--- src/rtl/mem_pkg.sv ---
// Shared memory-command encodings, data-cache FSM states and block geometry.
// Pure declarations: no latency, no backpressure.
package mem_pkg;

   localparam logic [3:0] MEM_LB  = 4'b1000;
   localparam logic [3:0] MEM_LH  = 4'b1001;
   localparam logic [3:0] MEM_LW  = 4'b1010;
   localparam logic [3:0] MEM_SB  = 4'b1011;
   localparam logic [3:0] MEM_LBU = 4'b1100;
   localparam logic [3:0] MEM_LHU = 4'b1101;
   localparam logic [3:0] MEM_SH  = 4'b1110;
   localparam logic [3:0] MEM_SW  = 4'b1111;

   localparam int BLOCK_W    = 128;
   localparam int WORD_OFF_W = 2;

   typedef enum logic [1:0] {
      ST_IDLE,
      ST_WRITE_BACK,
      ST_FETCH,
      ST_UPDATE
   } dc_state_t;

   function automatic logic is_store(input logic [3:0] cmd);
      return (cmd == MEM_SB) || (cmd == MEM_SH) || (cmd == MEM_SW);
   endfunction

endpackage

--- src/rtl/load_store_align.sv ---
// Lane select / sign-zero extension for loads and byte-merge for stores.
// Purely combinational: zero latency, no backpressure.
module load_store_align
   import mem_pkg::*;
(
   input  logic [3:0]  cmd,
   input  logic [1:0]  byte_off,
   input  logic [31:0] line_word,
   input  logic [31:0] store_data,
   output logic [31:0] load_data,
   output logic [31:0] merged_word
);

   logic [7:0]  lane_b;
   logic [15:0] lane_h;

   always_comb begin
      lane_b = line_word[{byte_off, 3'b000} +: 8];
      lane_h = byte_off[1] ? line_word[31:16] : line_word[15:0];

      load_data = '0;
      case (cmd)
         MEM_LB:  load_data = {{24{lane_b[7]}}, lane_b};
         MEM_LBU: load_data = {24'b0, lane_b};
         MEM_LH:  load_data = {{16{lane_h[15]}}, lane_h};
         MEM_LHU: load_data = {16'b0, lane_h};
         MEM_LW:  load_data = line_word;
         default: load_data = '0;
      endcase
   end

   // Lanes not covered by the store keep the current line contents.
   always_comb begin
      merged_word = line_word;
      case (cmd)
         MEM_SB: merged_word[{byte_off, 3'b000} +: 8] = store_data[7:0];
         MEM_SH: begin
            if (byte_off[1]) merged_word[31:16] = store_data[15:0];
            else             merged_word[15:0]  = store_data[15:0];
         end
         MEM_SW: merged_word = store_data;
         default: merged_word = line_word;
      endcase
   end

endmodule

--- src/rtl/data_cache.sv ---
// Direct-mapped write-back/write-allocate D-cache; hits are zero-latency, misses stall via BUSYWAIT
// while block memory requests are held until MEM_BUSYWAIT falls. Optional DCACHE_MISALIGN_CHECK_EN.
module data_cache
   import mem_pkg::*;
#(
   parameter int INDEX_BITS = 3
)
(
   input  logic                CLK,
   input  logic                RESET_N,
   input  logic [3:0]          READ_WRITE,
   input  logic [31:0]         ADDRESS,
   input  logic [31:0]         WRITE_DATA,
   output logic [31:0]         READ_DATA,
   output logic                BUSYWAIT,
   output logic                MEM_READ,
   output logic                MEM_WRITE,
   output logic [27:0]         MEM_ADDRESS,
   output logic [BLOCK_W-1:0]  MEM_WRITEDATA,
   input  logic [BLOCK_W-1:0]  MEM_READDATA,
   input  logic                MEM_BUSYWAIT
`ifdef DCACHE_MISALIGN_CHECK_EN
   ,
   output logic                MISALIGNED
`endif
);

   localparam int LINES = 1 << INDEX_BITS;
   localparam int TAG_W = 32 - 4 - INDEX_BITS;

   logic [BLOCK_W-1:0]    line_data [LINES];
   logic [TAG_W-1:0]      line_tag  [LINES];
   logic [LINES-1:0]      line_valid;
   logic [LINES-1:0]      line_dirty;
   logic [BLOCK_W-1:0]    fill_buf;

   dc_state_t             state_q, state_d;
   logic                  mem_read_d, mem_write_d;
   logic [27:0]           mem_addr_d;
   logic [BLOCK_W-1:0]    mem_wdata_d;

   logic [TAG_W-1:0]      addr_tag;
   logic [INDEX_BITS-1:0] addr_idx;
   logic [WORD_OFF_W-1:0] word_sel;
   logic                  misaligned;
   logic                  access;
   logic                  hit;
   logic                  in_idle;
   logic                  store_cmd;
   logic [31:0]           cur_word;
   logic [31:0]           load_data;
   logic [31:0]           merged_word;

   assign addr_tag  = ADDRESS[31:4+INDEX_BITS];
   assign addr_idx  = ADDRESS[3+INDEX_BITS:4];
   assign word_sel  = ADDRESS[3:2];
   assign store_cmd = is_store(READ_WRITE);

`ifdef DCACHE_MISALIGN_CHECK_EN
   logic half_cmd, word_cmd;
   assign half_cmd   = (READ_WRITE == MEM_LH) || (READ_WRITE == MEM_LHU) || (READ_WRITE == MEM_SH);
   assign word_cmd   = (READ_WRITE == MEM_LW) || (READ_WRITE == MEM_SW);
   assign misaligned = RESET_N && READ_WRITE[3] &&
                       ((half_cmd && ADDRESS[0]) || (word_cmd && (ADDRESS[1:0] != 2'b00)));
   assign MISALIGNED = misaligned;
`else
   assign misaligned = 1'b0;
`endif

   // Reset gates the request so the pipeline sees no stall while it is held in reset.
   assign access   = READ_WRITE[3] && RESET_N && !misaligned;
   assign in_idle  = (state_q == ST_IDLE);
   assign hit      = access && line_valid[addr_idx] && (line_tag[addr_idx] == addr_tag);
   assign cur_word = line_data[addr_idx][{word_sel, 5'b00000} +: 32];

   load_store_align u_align (
      .cmd         (READ_WRITE),
      .byte_off    (ADDRESS[1:0]),
      .line_word   (cur_word),
      .store_data  (WRITE_DATA),
      .load_data   (load_data),
      .merged_word (merged_word)
   );

   assign READ_DATA = (in_idle && hit && !store_cmd) ? load_data : '0;
   assign BUSYWAIT  = !in_idle || (access && !hit);

   always_comb begin
      state_d     = state_q;
      mem_read_d  = 1'b0;
      mem_write_d = 1'b0;
      mem_addr_d  = '0;
      mem_wdata_d = '0;

      unique case (state_q)
         ST_IDLE: begin
            if (access && !hit)
               state_d = (line_valid[addr_idx] && line_dirty[addr_idx]) ? ST_WRITE_BACK : ST_FETCH;
         end
         ST_WRITE_BACK: if (!MEM_BUSYWAIT) state_d = ST_FETCH;
         ST_FETCH:      if (!MEM_BUSYWAIT) state_d = ST_UPDATE;
         default:       state_d = ST_IDLE;
      endcase

      // Requests are decoded from the next state and registered, so they are glitch-free.
      case (state_d)
         ST_WRITE_BACK: begin
            mem_write_d = 1'b1;
            mem_addr_d  = {line_tag[addr_idx], addr_idx};
            mem_wdata_d = line_data[addr_idx];
         end
         ST_FETCH: begin
            mem_read_d = 1'b1;
            mem_addr_d = {addr_tag, addr_idx};
         end
         default: ;
      endcase
   end

   always_ff @(posedge CLK or negedge RESET_N) begin
      if (!RESET_N) begin
         state_q       <= ST_IDLE;
         MEM_READ      <= 1'b0;
         MEM_WRITE     <= 1'b0;
         MEM_ADDRESS   <= '0;
         MEM_WRITEDATA <= '0;
      end else begin
         state_q       <= state_d;
         MEM_READ      <= mem_read_d;
         MEM_WRITE     <= mem_write_d;
         MEM_ADDRESS   <= mem_addr_d;
         MEM_WRITEDATA <= mem_wdata_d;
      end
   end

   // The fetched block is captured as the memory releases it, so UPDATE does not
   // depend on the memory still driving it.
   always_ff @(posedge CLK) begin
      if (state_q == ST_FETCH && !MEM_BUSYWAIT)
         fill_buf <= MEM_READDATA;
   end

   always_ff @(posedge CLK) begin
      if (state_q == ST_UPDATE) begin
         line_data[addr_idx] <= fill_buf;
         line_tag[addr_idx]  <= addr_tag;
      end else if (in_idle && hit && store_cmd) begin
         line_data[addr_idx][{word_sel, 5'b00000} +: 32] <= merged_word;
      end
   end

   always_ff @(posedge CLK or negedge RESET_N) begin
      if (!RESET_N) begin
         line_valid <= '0;
         line_dirty <= '0;
      end else if (state_q == ST_UPDATE) begin
         line_valid[addr_idx] <= 1'b1;
         line_dirty[addr_idx] <= 1'b0;
      end else if (in_idle && hit && store_cmd) begin
         line_dirty[addr_idx] <= 1'b1;
      end
   end

endmodule

--- config.mk ---
export PLATFORM = sky130hd
export DESIGN_NAME = data_cache
export DESIGN_NICKNAME = d
export VERILOG_FILES = /design/src/rtl/mem_pkg.sv /design/src/rtl/load_store_align.sv /design/src/rtl/data_cache.sv
export SDC_FILE = /design/constraint.sdc
export NUM_CORES = 2
export LEC_CHECK = 0
export CORE_AREA = 2 2 372 374
export CTS_BUF_LIST = sky130_fd_sc_hd__clkbuf_4 sky130_fd_sc_hd__clkbuf_8
export CTS_CLUSTER_SIZE = 28
export DETAILED_ROUTE_END_ITERATION = 8
export DIE_AREA = 0 0 374 376
export SLEW_MARGIN = 20
export SYNTH_ARGS = -nofsm -noshare
export SYNTH_HDL_FRONTEND = slang
export SYNTH_SLANG_ARGS = --single-unit
--- constraint.sdc ---
create_clock -name CLK -period 16.4 [get_ports CLK]
set_input_delay 4.1 -clock CLK [delete_from_list [all_inputs] [get_ports CLK]]
set_output_delay 4.1 -clock CLK [all_outputs]
set_load 0.01 [all_outputs]
======== After elaboration in Yosys (flattened, before gate mapping) ========
Memory sizes are Yosys's and may differ from the RTL's.
Index checks and enable logic that the tools add are counted.
storage, ports and cells
  flip-flop bits (word level) ............. 304
  bits in writable memories ............... 1,224
  bits of input ports ..................... 199
  output and inout bits ................... 191
  logic and storage cells ................. 342
  memories kept ........................... 2
cells by class
  add/subtract/negate cells ............... 2
  magnitude comparators ................... 2
  eq/ne operators ......................... 14
  shifts and indexed selects .............. 6
  muxes and demuxes ....................... 157
  bitwise operators ....................... 132
  reduce and logical (&&, ||, !) cells .... 19
memory list
  memory     words  bits a word  rd ports  clocked after memory_dff  wr ports  RTL line          RTL
  line_data  8      128          1         0                         1         data_cache.sv:31  logic [BLOCK_W-1:0] line_data [LINES];
  line_tag   8      25           1         0                         1         data_cache.sv:32  logic [TAG_W-1:0] line_tag [LINES];
operators by type and width
  cell                      number
  $mux 128                  2
  $pmux 32 s5               1
  $mux 1                    137
  $or 1x1->1                128
  $shift 32x9->128 const A  1
  $shiftx 128x8->32         1
  $shiftx 32x9->128         1
  $pmux 32 s3               1
  $pmux 28 s2               1
  $mux 16                   3
  $bwmux 32                 1
  $eq 4x4->1 const B        8
  $mux 32                   1
  $shift 8x7->32 const A    1
  $shiftx 32x6->8           1
  $shiftx 8x7->32           1
  $eq 25x25->1              1
  $mux 8                    2
  $or 8x8->8                2
  $logic_and 1x1->1         10
  $neg 7->9                 1
  $and 8x8->8               1
  $mux 2                    4
  $not 8->8                 1
  other kinds (12)          21

======== Longest topological paths before layout ========
  depth after elaboration ................. 10
  depth in mapped cells ................... 20
  gate-level depth less buffers ........... 13

======== Cells and area by module ========
A second synthesis with hierarchy kept.
second synthesis, totals
  cell total of the unflattened synthesis .. 3,690
  area total of the unflattened synthesis .. 59,585.9 um^2
modules (own cells, without submodules)
  module            instances  cells an instance  area an instance (um^2)  seq. area each (um^2)
  data_cache        1          3,458              58,043.2                 45,003.2
  load_store_align  1          232                1,542.7                  0.0

======== Least setup slack after synthesis ========
No wires, ideal clock.
  path kind ............................... input port to flip-flop
  start ................................... input MEM_BUSYWAIT
  end ..................................... register MEM_ADDRESS[2]
  setup time .............................. 142 ps
  data arrival time ....................... 10,967 ps
  required time ........................... 16,258 ps
  setup slack ............................. 5,291 ps
  stages .................................. 6
  buffers on the path ..................... 2
  cells stage by stage .................... nor2_1 > a211oi_1 > ha_1 > buf_1 > clkbuf_1 > nor3_1
between the ends
  longest elaborated chain between the ends .. 4
  elaborated cells between the ends (all ways) .. 6
  classes of those cells .................. eq/ne (2); mux (4)
ends and longest elaborated chain
  what                                      RTL line                              RTL
  from (decl)                               data_cache.sv:21                      input logic MEM_BUSYWAIT
  $mux 2 (on tied branches)                 data_cache.sv:101, data_cache.sv:100
  $pmux 2 s3 *                              data_cache.sv:95                      unique case (state_q)
  $eq 2x2->1 or $eq 2x1->1 (tied branches)  data_cache.sv:106                     case (state_d)
  $pmux 28 s2 *                             data_cache.sv:106
  named net mem_addr_d[2]                   data_cache.sv:39                      logic [27:0] mem_addr_d;
  to (signal assigned)                      data_cache.sv:131                     MEM_ADDRESS <= mem_addr_d;
  to (decl)                                 data_cache.sv:18                      output logic [27:0] MEM_ADDRESS,
The timed path passes the listed nets; every way through them passes the cells marked *.
A chain may end at the register's enable or synchronous reset.

======== Final worst setup path ========
  start ................................... input ADDRESS[5]
  end ..................................... output READ_DATA[9]
between the ends
  longest elaborated chain between the ends .. 7
  elaborated cells between the ends (all ways) .. 14
  classes of those cells .................. eq/ne (1); shift (2); mux (5); reduce/logical (4); memory (2)
ends and longest elaborated chain
  what                                                   RTL line          RTL
  from (decl)                                            data_cache.sv:12  input logic [31:0] ADDRESS,
  branches (longest 6 deep; another with $mem_v2 8x128)  n/a
  $mux 32 *                                              data_cache.sv:85  assign READ_DATA = (in_idle && hit && !store_cmd) ? load_data : '0;
  to (decl)                                              data_cache.sv:14  output logic [31:0] READ_DATA,
Every way passes the cells marked *. The select of a mux whose other input is x is not followed.

==> summary.md <==
| Metric | Value |
|---|---|
| Max-cap viol count | 0 |
| Most frequent cells in the layout | edfxtp_1 (1352), clkdlybuf4s50_1 (385), clkbuf_8 (265) |
| I/O Buffers | roughly 390 |
| Startpoint type of the worst setup path | input pin |
| DR vias/cell | 6.30 |
| # setup viols final | 0 |
| CP endpoint kind | primary output |
| Fill cell count | approximately 11000 |
| Post-synth EDFFs | 1352 |
| Cell variety after synth | 84 |
| Gpl congestion | between 1 and 1.5 |
| Initial core utilization | 0.446 |
| R2R depth | 14 |
| R2R Path End | MEM_WRITEDATA[109] |
| Min Tclk post-route | 13.65 ns |
| Clock Skews | between 0.06 and 0.07 ns |
| Post-route ant nets | 0 |
| HPWL after DPL | about 130000 microns |
| Longest Clk Path Bufs | 3 |
| Fraction of registers with async set/reset | 0.115 |
| Most common cell after layout, fill and taps aside | edfxtp_1 |
| Slew margin rel. | 0.151 |
| Switching Share | 0.275 |
| CP max stage cell | a221oi_1 |
| Die area | 141000 sq um |
| Largest net degree at the start of global routing | around 120 |
| Internal | 7.01 mW |
| Layout cells sized above 1 | 0.206 |
| Global-route wire length before repair | slightly below 300000 microns |
| Hold Path Sink | line_valid[0] |
| WL final | 213000 microns |
| Worst R2R Setup Slack | approximately 10 ns |
| Io pins | slightly below 400 |
| Post-Syn Area | between 60000 and 70000 sq um |
| Slew Limit Fails | 0 |
| Sw power | approximately 2.7 mW |
| Die width | between 300 and 400 microns |
| Comb power frac | 0.152 |
| Setup slack after layout | 2.75 ns |
| Hold Crit Depth | 1 |
| Setup tns final | 0 ns |
| Outcome | finished clean |
| Seq cells post-synth | around 1500 |
| Min-delay src | line_valid[0] |
| Period utilisation layout | 0.832 |
| Die H | about 380 microns |
| Synth Net Count | 3879 |
| Initial drt markers | between 5000 and 6000 |
| CP arrival | about 9.6 ns |
| Post-CTS Hold Fix Bufs | 0 |
| Worst VDD drop | between 0.08 and 0.09 mV |
| Worst endpoint required time | ~12 ns |
| Worst-Margin Slew | between 1 and 1.5 ns |
| Pre-CTS WS | between 3 and 4 ns |
| Synthesis Warnings | 0 |
| Layout Nets | roughly 4400 |
| RSZ-0062 raised after global routing | no |
| WL per Instance | 34.3 microns |
| CP max stage delay | about 0.99 ns |
| Clk slew on worst S/H paths | 0.06 ns |
| Clock sink count | 1528 |
| Via count | just under 40000 |
| Pwr dens | 133 nW/um^2 |
| Final hold viol count | 0 |
| Seq pwr share | 0.491 |
| Setup bufs post-CTS | 0 |
| P&R area growth vs syn | 19.0% |
| Crit path kind | input pin to primary output |
| Most used cell, CP | buf_4 |
| CTS resizes | 0 |
| Root Buffer Master | clkbuf_8 |
| Crit Reg-Reg Startpoint | line_tag[3][15] |
| Row cnt | between 100 and 150 |
| Antenna violations before repair | 17 |
| Number of global-route vias before repair | 37500 |
| Core area | 137000 sq um |
| FMAX | 73.3 MHz |
| DRC viols | 0 |
| Clk pwr share | 0.357 |
| TritonCTS Buffers | between 200 and 250 |
| GR Util All Layers | 0.297 |
| Initial DRT Pass Iterations | 9 |
| Mapped Cells | 3666 |
| Critical path, cell by cell | buf_6 -> buf_4 -> nor2_1 -> buf_4 -> a221oi_1 -> o221ai_1 -> a2111o_1 -> or2_2 -> a21oi_1 -> clkdlybuf4s50_1 |
| Critical-path maximum fanout | 52 |
| Remaining global-route overflow | 0 |
| H-tree Lvls | 4 |
| Clk_lat worst skew | between 1 and 1.5 ns |
| Leakage power | 24.5 nW |
| Synth Flop Type | edfxtp_1 |
| Syn Area/Cell | 16.6 sq um |
| Tightest Hold Check Type | flip-flop to flip-flop |
| Total power | 9.66 mW |
| CTS tree | done |
| Sequential cell area fraction in the yosys report | 0.738 |
## state kept, by name, indices dropped and copies added (netlist names), named ones only
name and cells:
MEM_WRITE 1, line_valid 8, line_tag 200, fill_buf 128, line_data 1024, MEM_WRITEDATA 128
MEM_READ 1, MEM_ADDRESS 28, state_q 2
## through the flow
stage,instances,instance area (sq um),utilization,hold slack [ns]
finish,6190,72600,0.531,0.472
detailed placement,5728,67400,0.493,0.457
floorplan,3666,61000,-,0.433
global placement,5728,67400,0.493,0.453
global route,6185,72600,0.531,0.484
CTS,6182,72600,0.531,0.473
## kinds of logic after synthesis
| logic type | count (synthesis) | share of synthesized area |
|---|---|---|
| compound gates | 890 | 0.105 |
| xor+xnor | 12 | 0.00172 |
| fa+ha+maj | 14 | 0.00287 |
| buf+inv | 280 | 0.0227 |
| flops | 1528 | 0.738 |
| mux | 416 | 0.0876 |
| simple gates | 526 | 0.0421 |
## worst max-delay path: cells and delay by family
family / cells / cell delay (ns)
buffers and inverters: 4 / 2.12
AO/OA/AOI/OAI: 4 / 2.50
AND/OR/NAND/NOR: 2 / 0.71
## worst max-delay path by stage
stage | depth (start not counted) | endpoint | slack [ns] | start
6_report | 10 | READ_DATA[9] | 2.75 | ADDRESS[5]
5_1_grt | 13 | READ_DATA[19] | 2.64 | ADDRESS[4]
4_1_cts | 13 | READ_DATA[9] | 3.01 | ADDRESS[4]
3_5_place_dp | 12 | READ_DATA[9] | 3.02 | ADDRESS[4]
3_3_place_gp | 13 | READ_DATA[12] | 3.03 | ADDRESS[4]
2_1_floorplan | 6 | MEM_ADDRESS[2] | 5.29 | MEM_BUSYWAIT
## layout make-up
cell class | count | area, sq um | area share
Multi-Input combinational cell | 1858 | 15000 | 0.207
Clock inverter | 92 | 821 | 0.0113
Timing Repair Buffer | 524 | 4970 | 0.0685
Tap cell | 1794 | 2240 | 0.0309
Sequential cell | 1528 | 45000 | 0.620
Inverter | 24 | 100 | 0.00138
Clock buffer | 362 | 4380 | 0.0603
Antenna cell | 8 | 20.0 | 0.000276
## per-layer routing
layer / vias up / wire length, microns / track usage
li1: 15900 / - / -
met1: 20000 / 82600 / 0.405
met2: 2689 / 93100 / 0.438
met3: 451 / 25300 / 0.0861
met4: 6 / 11400 / 0.147
met5: - / 29 / 0
## power groups by stage
stage	Sequential, mW	Combinational [mW]	Clock, mW
floorplan	4.84	0.615	0
global placement	4.81	1.43	0
detailed placement	4.82	1.44	0
CTS	4.74	1.45	3.49
global route	4.76	1.53	3.65
finish	4.74	1.47	3.45
## synth_stat cells, drive strengths merged (14+ instances only)
cell / count / area [sq um]
a21o: 30 / 225
a21oi: 100 / 500
a221o: 99 / 991
a221oi: 87 / 762
a222oi: 51 / 510
a22o: 18 / 158
a22oi: 67 / 503
and2: 33 / 206
buf: 111 / 751
clkbuf: 145 / 544
dfrtp: 176 / 4400
edfxtp: 1352 / 40600
ha: 14 / 175
inv: 20 / 75.1
mux2: 203 / 2310
mux2i: 142 / 1430
mux4: 71 / 1600
nand2: 107 / 402
nand2b: 14 / 87.6
nand3: 18 / 90.1
nor2: 198 / 746
nor2b: 15 / 93.8
nor3: 40 / 200
nor4: 30 / 194
o211ai: 15 / 113
o21ai: 258 / 1290
o22ai: 33 / 206
o2bb2ai: 56 / 490
or2: 16 / 100
No activity file was read; power rests on OpenSTA's default activity.
